## src/rtl/serial_word_loader_if.sv

```systemverilog
// Word hand-off bus between the serial word loader and its consumers:
// serial feed to the 16-bit shift register plus the word valid/ready/address
// handshake used by the program-memory writer.
interface serial_word_loader_if #(
  parameter int ADDR_W = 15
) ();
  logic              shift_in_o;    // serial bit into shift register
  logic              shift_en_o;    // one-cycle shift strobe
  logic              word_valid_o;  // shift register holds a complete word
  logic              word_ready_i;  // consumer takes the word this edge
  logic [ADDR_W-1:0] addr_o;        // write address of current/pending word

  // Loader side drives the feed and the handshake.
  modport master (
    output shift_in_o, shift_en_o, word_valid_o, addr_o,
    input  word_ready_i
  );

  // Consumer side (shift register + memory writer).
  modport slave (
    input  shift_in_o, shift_en_o, word_valid_o, addr_o,
    output word_ready_i
  );
endinterface

```

## src/rtl/serial_word_loader.sv

```systemverilog
// Serial word loader: synchronises an off-chip serial link (sclk/sdi/csb),
// feeds the 16-bit shift register one bit per sclk rise (MSB first), and
// presents each completed word with a write address on a valid/ready
// handshake. Bootstrap path for loading instruction memory.
module serial_word_loader #(
  parameter int SYNC_STAGES = 2,   // must be >= 2
  parameter int ADDR_W      = 15
) (
  input  logic                 clk,
  input  logic                 resetb,
  input  logic                 sclk_i,
  input  logic                 sdi_i,
  input  logic                 csb_i,
  input  logic                 clr_i,
  serial_word_loader_if.master bus,
  output logic                 busy_o,
  output logic                 overrun_o,
  output logic                 frame_err_o
);

  localparam logic [1:0] ST_IDLE  = 2'd0;  // csb high, no word pending
  localparam logic [1:0] ST_SHIFT = 2'd1;  // csb low, counting bits
  localparam logic [1:0] ST_HOLD  = 2'd2;  // complete word awaiting accept

  // Synchroniser chains; csb idles high so its chain resets to 1.
  logic [SYNC_STAGES-1:0] r_sclk_sync;
  logic [SYNC_STAGES-1:0] r_sdi_sync;
  logic [SYNC_STAGES-1:0] r_csb_sync;
  logic                   r_sclk_prev;

  logic w_sclk;
  logic w_sdi;
  logic w_csb;
  logic w_rise;

  // Control state.
  logic [1:0]        r_state;
  logic [3:0]        r_cnt;
  logic              r_shift_in;
  logic              r_shift_en;
  logic              r_valid;
  logic [ADDR_W-1:0] r_addr;
  logic              r_busy;
  logic              r_overrun;
  logic              r_frame_err;

  // Next-state values.
  logic [1:0]        w_state_nxt;
  logic [3:0]        w_cnt_nxt;
  logic              w_shift_in_nxt;
  logic              w_shift_en_nxt;
  logic              w_valid_nxt;
  logic [ADDR_W-1:0] w_addr_nxt;
  logic              w_overrun_nxt;
  logic              w_frame_err_nxt;
  logic              w_accept;

  // Bring the three serial-link inputs into the clk domain at equal depth
  // so sdi is sampled with the same delay as the sclk edge it belongs to.
  always_ff @(posedge clk or negedge resetb) begin
    if (!resetb) begin
      r_sclk_sync <= '0;
      r_sdi_sync  <= '0;
      r_csb_sync  <= '1;
      r_sclk_prev <= 1'b0;
    end else begin
      r_sclk_sync <= {r_sclk_sync[SYNC_STAGES-2:0], sclk_i};
      r_sdi_sync  <= {r_sdi_sync[SYNC_STAGES-2:0],  sdi_i};
      r_csb_sync  <= {r_csb_sync[SYNC_STAGES-2:0],  csb_i};
      r_sclk_prev <= w_sclk;
    end
  end

  assign w_sclk   = r_sclk_sync[SYNC_STAGES-1];
  assign w_sdi    = r_sdi_sync[SYNC_STAGES-1];
  assign w_csb    = r_csb_sync[SYNC_STAGES-1];
  assign w_rise   = w_sclk & ~r_sclk_prev;
  assign w_accept = r_valid & bus.word_ready_i;

  // Frame / word sequencing. HOLD raises valid one cycle after the 16th
  // strobe so the shift register has already taken the last bit. On an
  // accept that coincides with an sclk rise, the bit becomes bit 0 of the
  // next word; its strobe is registered, so it lands after the consumer
  // has sampled the current word.
  always_comb begin
    w_state_nxt     = r_state;
    w_cnt_nxt       = r_cnt;
    w_shift_in_nxt  = r_shift_in;
    w_shift_en_nxt  = 1'b0;
    w_valid_nxt     = r_valid;
    w_addr_nxt      = r_addr;
    w_overrun_nxt   = r_overrun;
    w_frame_err_nxt = r_frame_err;

    case (r_state)
      ST_IDLE: begin
        if (!w_csb) w_state_nxt = ST_SHIFT;
      end

      ST_SHIFT: begin
        if (w_csb) begin
          // Frame closed; a partial word is an error, a word boundary is not.
          if (r_cnt != 4'd0) w_frame_err_nxt = 1'b1;
          w_cnt_nxt   = 4'd0;
          w_state_nxt = ST_IDLE;
        end else if (w_rise) begin
          w_shift_in_nxt = w_sdi;
          w_shift_en_nxt = 1'b1;
          w_cnt_nxt      = r_cnt + 4'd1;   // 15 wraps to 0
          if (r_cnt == 4'd15) w_state_nxt = ST_HOLD;
        end
      end

      ST_HOLD: begin
        if (!r_valid) w_valid_nxt = 1'b1;
        if (w_accept) begin
          w_valid_nxt = 1'b0;
          w_addr_nxt  = r_addr + 1'b1;
          if (w_csb) begin
            w_state_nxt = ST_IDLE;
          end else begin
            w_state_nxt = ST_SHIFT;
            if (w_rise) begin
              w_shift_in_nxt = w_sdi;
              w_shift_en_nxt = 1'b1;
              w_cnt_nxt      = 4'd1;
            end
          end
        end else if (w_rise) begin
          // No room for the bit: drop it and flag the loss.
          w_overrun_nxt = 1'b1;
        end
      end

      default: begin
        w_state_nxt = ST_IDLE;
        w_cnt_nxt   = 4'd0;
        w_valid_nxt = 1'b0;
      end
    endcase

    // Clear wins over address increment and flag setting.
    if (clr_i) begin
      w_addr_nxt      = '0;
      w_overrun_nxt   = 1'b0;
      w_frame_err_nxt = 1'b0;
    end
  end

  // Register all control state and outputs.
  always_ff @(posedge clk or negedge resetb) begin
    if (!resetb) begin
      r_state     <= ST_IDLE;
      r_cnt       <= 4'd0;
      r_shift_in  <= 1'b0;
      r_shift_en  <= 1'b0;
      r_valid     <= 1'b0;
      r_addr      <= '0;
      r_busy      <= 1'b0;
      r_overrun   <= 1'b0;
      r_frame_err <= 1'b0;
    end else begin
      r_state     <= w_state_nxt;
      r_cnt       <= w_cnt_nxt;
      r_shift_in  <= w_shift_in_nxt;
      r_shift_en  <= w_shift_en_nxt;
      r_valid     <= w_valid_nxt;
      r_addr      <= w_addr_nxt;
      r_busy      <= (w_state_nxt != ST_IDLE);
      r_overrun   <= w_overrun_nxt;
      r_frame_err <= w_frame_err_nxt;
    end
  end

  assign bus.shift_in_o   = r_shift_in;
  assign bus.shift_en_o   = r_shift_en;
  assign bus.word_valid_o = r_valid;
  assign bus.addr_o       = r_addr;
  assign busy_o           = r_busy;
  assign overrun_o        = r_overrun;
  assign frame_err_o      = r_frame_err;

endmodule
```

## src/flat_wrapper.sv

```systemverilog
// flat-port wrapper written by rule: the top's interface ports become plain ports
module serial_word_loader_flat 
#(
  parameter int SYNC_STAGES = 2,                  
  parameter int ADDR_W      = 15
)
  (clk, resetb, sclk_i, sdi_i, csb_i, clr_i, busy_o, overrun_o, frame_err_o, bus_shift_in_o, bus_shift_en_o, bus_word_valid_o, bus_addr_o, bus_word_ready_i);
  serial_word_loader_if #(.ADDR_W(ADDR_W)) bus_i ();
  input  logic clk;
  input  logic resetb;
  input  logic sclk_i;
  input  logic sdi_i;
  input  logic csb_i;
  input  logic clr_i;
  output logic busy_o;
  output logic overrun_o;
  output logic frame_err_o;
  output wire logic [$bits(bus_i.shift_in_o)-1:0] bus_shift_in_o;
  output wire logic [$bits(bus_i.shift_en_o)-1:0] bus_shift_en_o;
  output wire logic [$bits(bus_i.word_valid_o)-1:0] bus_word_valid_o;
  output wire logic [$bits(bus_i.addr_o)-1:0] bus_addr_o;
  input wire logic [$bits(bus_i.word_ready_i)-1:0] bus_word_ready_i;
  assign bus_shift_in_o = bus_i.shift_in_o;
  assign bus_shift_en_o = bus_i.shift_en_o;
  assign bus_word_valid_o = bus_i.word_valid_o;
  assign bus_addr_o = bus_i.addr_o;
  assign bus_i.word_ready_i = bus_word_ready_i;
  serial_word_loader #(.SYNC_STAGES(SYNC_STAGES), .ADDR_W(ADDR_W)) u_core (.clk(clk), .resetb(resetb), .sclk_i(sclk_i), .sdi_i(sdi_i), .csb_i(csb_i), .clr_i(clr_i), .bus(bus_i), .busy_o(busy_o), .overrun_o(overrun_o), .frame_err_o(frame_err_o));
endmodule
```

## config.mk

```make
export PLATFORM = sky130hd
export DESIGN_NAME = serial_word_loader_flat
export DESIGN_NICKNAME = d
export VERILOG_FILES = /design/src/rtl/serial_word_loader_if.sv /design/src/rtl/serial_word_loader.sv /design/src/flat_wrapper.sv
export SDC_FILE = /design/constraint.sdc
export NUM_CORES = 1
export LEC_CHECK = 0
export CORE_MARGIN = 2
export CORE_UTILIZATION = 35
export DETAILED_ROUTE_END_ITERATION = 6
export PLACE_DENSITY = 0.56
export RECOVER_POWER = 25
export SYNTH_ARGS = -nofsm -noshare
export SYNTH_HDL_FRONTEND = slang
export SYNTH_SLANG_ARGS = --single-unit
```

## constraint.sdc

```tcl
create_clock -name clk -period 2.4 [get_ports clk]
set_input_delay 0.48 -clock clk [delete_from_list [all_inputs] [get_ports clk]]
set_output_delay 0.48 -clock clk [all_outputs]
set_load 0.01 [all_outputs]
```

; Word-level counts from Yosys, hierarchy flattened
; Index checks and enable logic that the tools add are counted.
[totals]
register_bits = 34
latch_bits = 0
ramBits = 0
rom_bits = 0
in_bits = 7
out_inout_bits = 21
word_cells = 77
memories = 0
[classes]
add_sub_neg = 2
mul = 0
div_mod_pow = 0
n_lt_le_gt_ge = 0
eq_ne = 8
n_shift = 0
muxes = 34
bitwise_logic = 4
reduce_logical = 16
[op_table]
columns = op, n
row1 = 15-bit 2-to-1 mux, 3
row2 = 4-bit 2-to-1 mux, 5
row3 = 1-bit 2-to-1 mux, 16
row4 = 2-bit nonzero test, 8
row5 = "15-bit by 1-bit adder with 15-bit output, second input constant", 1
row6 = 4-bit case mux with 3 select lines, 1
row7 = 2-bit 2-to-1 mux, 5
row8 = 1-bit case mux with 2 select lines, 3
row9 = 2-bit case mux with 3 select lines, 1
row10 = 3-bit AND reduction, 2
row11 = 5-bit AND reduction, 1
row12 = "4-bit by 1-bit adder with 4-bit output, second input constant", 1
row13 = "4-bit equality test, second input constant", 1
row14 = "2-bit by 1-bit != test with 1-bit output, second input constant", 2
row15 = "2-bit != test, second input constant", 2
row16 = 2-bit AND reduction, 2
row17 = 4-bit nonzero test, 1
row18 = "3-bit by 1-bit != test with 1-bit output, second input constant", 1
row19 = 1-bit AND, 2
row20 = "2-bit by 1-bit equality test with 1-bit output, second input constant", 1
row21 = "2-bit equality test, second input constant", 1
row22 = 2-bit zero test, 1
row23 = 1-bit NOT, 2
row24 = 2-bit OR reduction, 1

; Logic depth before layout (Yosys ltp)
[depth]
depth_word = 6
depth_mapped = 8
depth_no_buf = 6

; Worst setup path before layout
; No wires, ideal clock.
[synth_path]
path_kind = reg2reg
from = reg u_core.r_state[0]
to = reg u_core.r_addr[13], in the netlist u_core.bus.addr_o[13]
setup_time_ns = 0.077
arrival_ns = 1.884
required_ns = 2.323
slack_ns = 0.438
stages_incl_launch_ff = 8
path_buffers = 1
synth_period_minus_slack_ns = 1.962
cell_sequence = dfrtp_1 inv_1 ha_1 buf_4 nand3_2 or3_4 or4_1 a21oi_1
[synth_between]
elab_chain_cells = 3
[synth_rtl]
columns = element, line_no
row1 = "start, declared", serial_word_loader.sv:37  ; logic [1:0] r_state;
row2 = "start signal, assigned", serial_word_loader.sv:163  ; r_state <= w_state_nxt;
row3 = 2-bit equality test, serial_word_loader.sv:95  ; case (r_state)
row4 = 2-bit nonzero test (no line), --
row5 = 2-bit AND reduction (no line), --
row6 = "end signal, assigned", serial_word_loader.sv:168  ; r_addr <= w_addr_nxt;
row7 = "end, declared", serial_word_loader.sv:42  ; logic [ADDR_W-1:0] r_addr;
; Every way passes these cells.
; A chain may end at the register's enable or synchronous reset.

; Final worst setup path
; Ends and elaborated chain as after synthesis.

==> results.cfg <==
[timing]
post-route-min-period_ps = 2220
relSlewSlack_pct = 45.2
fin_setup_tns_ps = 0
drv_slew = 0
worst_slew_pin_slew_ps = 822
fin_crit_sh_pct = 92.7
hold_viol_final = 0
setup_viol = 0
finClkSkew_ps = 8.16
rsz0062_at_grt = no
fmax_ghz = 0.450

[cts]
clock_latency_ps = 280
root_buffer = clkbuf_8
clk_pin_slew_ps = 60
htree_levels = 2
cts_setup_buffers = 0
numCtsBuffers = 5
clockBufferDepth = 2
tritoncts = done
cts.repair.resized = 0
postCtsHoldBufs = 0
clock-sinks = 34

[layout]
antenna_cells = 0
drive_gt1_share_pct = 10.3
final_cell_area_mm2 = 0.00203
nNetsFinal = 199
n_fill_cell = 418
area_delta_synth_final_pct = 24.6

[outcome]
status = completed

[yosys]
synth_nets = 167
ys_seq_elements = 34
ys_types = 42
yosysSeqAreaShare_pct = 52.5
synth_warnings = 0
syn_inst = 153
syn_area_mm2 = 0.00163
synth_edf_count = 0
synth-main-ff-cell = dfrtp_1
async_reset_ff_share_pct = 100
synth.avg_cell_area_um2 = 10.6

[min_path]
hold-path-endpoint = u_core.r_sclk_sync[1]
hold_depth = 0
min_from = u_core.r_sclk_sync[0]
hold_class = flip-flop to flip-flop

[critical_path]
reg2regPathDepth = 6
worst_ep_arrival_time_ps = 2410
r2r_slack_ps = 180
slowest_stage = or4_1
cp-start-kind = flip-flop
path_cells = inv_1, ha_1, nand3_2, or3_4, or4_1, a21oi_1
timing.rr.end = u_core.bus.addr_o[13]
cpPeakStageDelay_ps = 500
crit_type = flip-flop to flip-flop
cp-end-kind = flip-flop
required_ps = 2590
cp_max_fo = 9
reg2reg_from = u_core.r_state[0]

[pwr]
powerDensity_mw_per_mm2 = 654
p_sw_share_pct = 28.2
p_int_uw = 951
power_leakage_uw = 0.000850
power_frac_comb_pct = 21.2
p_total_uw = 1320
pwr-share-clk_pct = 29.2
pwr-share-seq_pct = 49.6
peakVddDrop_mv = 0.281
p_sw_uw = 373

[placement]
place.gp.congestion = 0.854
place_area_mm2 = 0.00195
io_buffers = 27
dp_hpwl_um = 2370

[drt]
dr.pass1.iters = 4
wirelength_um = 3220
vias = 1210
antenna_left = 0
drt_iter0_drc = 56
routed_via_density = 5.11
drc = 0
avgRoutedWirePerCell_um = 13.6

[floorplan]
coreArea_mm2 = 0.00441
io_pins = 28
rows = 24
die_h_um = 72.1
dieWidth_um = 72.1
start_util_pct = 36.8
dieArea_mm2 = 0.00520

[global_route]
grt.overflow.total = 0
grt_pass1_wl_um = 5790
antenna_found_initial = 0
grt_max_degree = 35
grt_util_all_layers_pct = 14.4
first_global_vias = 1191

[job]
cap_viol_max_count = 0
## cells by family after synthesis
family          after synthesis  share of synthesized area [%]
mux                           3                           2.00
buf+inv                      11                           3.08
simple gates                 61                           20.9
compound gates               27                           10.8
flops                        34                           52.5
fa+ha+maj                     7                           5.39
xor+xnor                     10                           5.39
## final cells by class
class	instances	area [µm²]	area share (%)
flip-flops and latches	34	853	42.1
multi-input cells	108	722	35.6
repair buffers	29	283	14.0
clock buffers	7	76.3	3.77
well taps	52	65.1	3.21
inverters	7	26.3	1.30
## worst max path at each step
stage | startpoint | endpoint | slack, ps | cells past startpoint
2_1_floorplan | u_core.r_state[0] | u_core.bus.addr_o[13] | 440 | 7
3_3_place_gp | bus_word_ready_i | u_core.bus.addr_o[13] | 120 | 5
3_5_place_dp | bus_word_ready_i | u_core.bus.addr_o[13] | 60 | 5
4_1_cts | u_core.r_state[0] | u_core.bus.addr_o[13] | 150 | 6
5_1_grt | u_core.r_state[0] | u_core.bus.addr_o[13] | 10 | 6
6_report | u_core.r_state[0] | u_core.bus.addr_o[13] | 180 | 6
## power by group through the flow
stage          clock, µW  combinational [µW]  sequential (µW)
2_1_floorplan          0                 166              671
3_3_place_gp           0                 279              666
3_5_place_dp           0                 281              667
4_1_cts              403                 284              657
5_1_grt              432                 317              665
6_report             387                 281              657
## synthesized netlist by cell type (2+ instances only)
master / n / area share [%]
nand3_1: 7 / 2.2
or3_1: 3 / 1.2
or3b_2: 2 / 1.1
a31oi_1: 2 / 0.77
inv_1: 7 / 1.6
buf_4: 2 / 0.92
nor2_1: 15 / 3.5
and3_1: 3 / 1.2
dfstp_2: 2 / 3.2
and4_2: 2 / 1.2
xnor2_1: 5 / 2.7
o41ai_1: 2 / 1.1
nand2_1: 11 / 2.5
nor2b_1: 2 / 0.77
nand4_1: 4 / 1.5
o31ai_1: 5 / 2.3
a21oi_1: 7 / 2.2
xor2_1: 5 / 2.7
or4_1: 2 / 0.92
ha_1: 7 / 5.4
dfrtp_1: 32 / 49
mux2_2: 2 / 1.4
o21ai_0: 5 / 1.5
## stage by stage
stage                     utilization (%)  instances  setup WS (ps)  hold slack, ps
after detailed placement             44.2        230           55.3             335
after global routing                 45.9        237           10.7             364
final                                45.9        237            175             349
after CTS                            45.9        237            154             349
after floorplan                         -        153            438             184
after global placement               44.2        230            125             333
## worst max-delay path, delay by kind of cell (launching register included)
kind,cells,cell delay [ps]
fa+ha+maj,1,330
buf+inv,1,110
flops,1,440
simple gates,3,1090
compound gates,1,170
## cell usage in the layout (no fill, tap or decap), types with 7 or more instances in the layout
master / instances
clkdlybuf4s50_1: 23
inv_1: 7
ha_1: 7
dfrtp_1: 32
a21oi_1: 7
nand3_1: 7
nor2_1: 15
nand2_1: 11
## registers in the layout, summed over array words and instances, names as in the netlist
register	count
u_core.bus.shift_en_o	1
u_core.r_sclk_sync	2
u_core.bus.word_valid_o	1
u_core.r_sclk_prev	1
u_core.busy_o	1
u_core.r_state	2
u_core.overrun_o	1
u_core.r_sdi_sync	2
u_core.bus.addr_o	15
u_core.frame_err_o	1
u_core.bus.shift_in_o	1
u_core.r_cnt	4
u_core.r_csb_sync	2
## layer usage
| metal | GRT usage, % | vias to the layer above | wire length, µm |
|---|---|---|---|
| li1 | - | 604 | - |
| met2 | 22.0 | 23 | 1420 |
| met4 | 4.40 | 0 | 38 |
| met1 | 19.6 | 578 | 1610 |
| met5 | 0 | - | 0 |
| met3 | 4.72 | 5 | 152 |
Note: power is estimated with default switching activity, not from simulation.
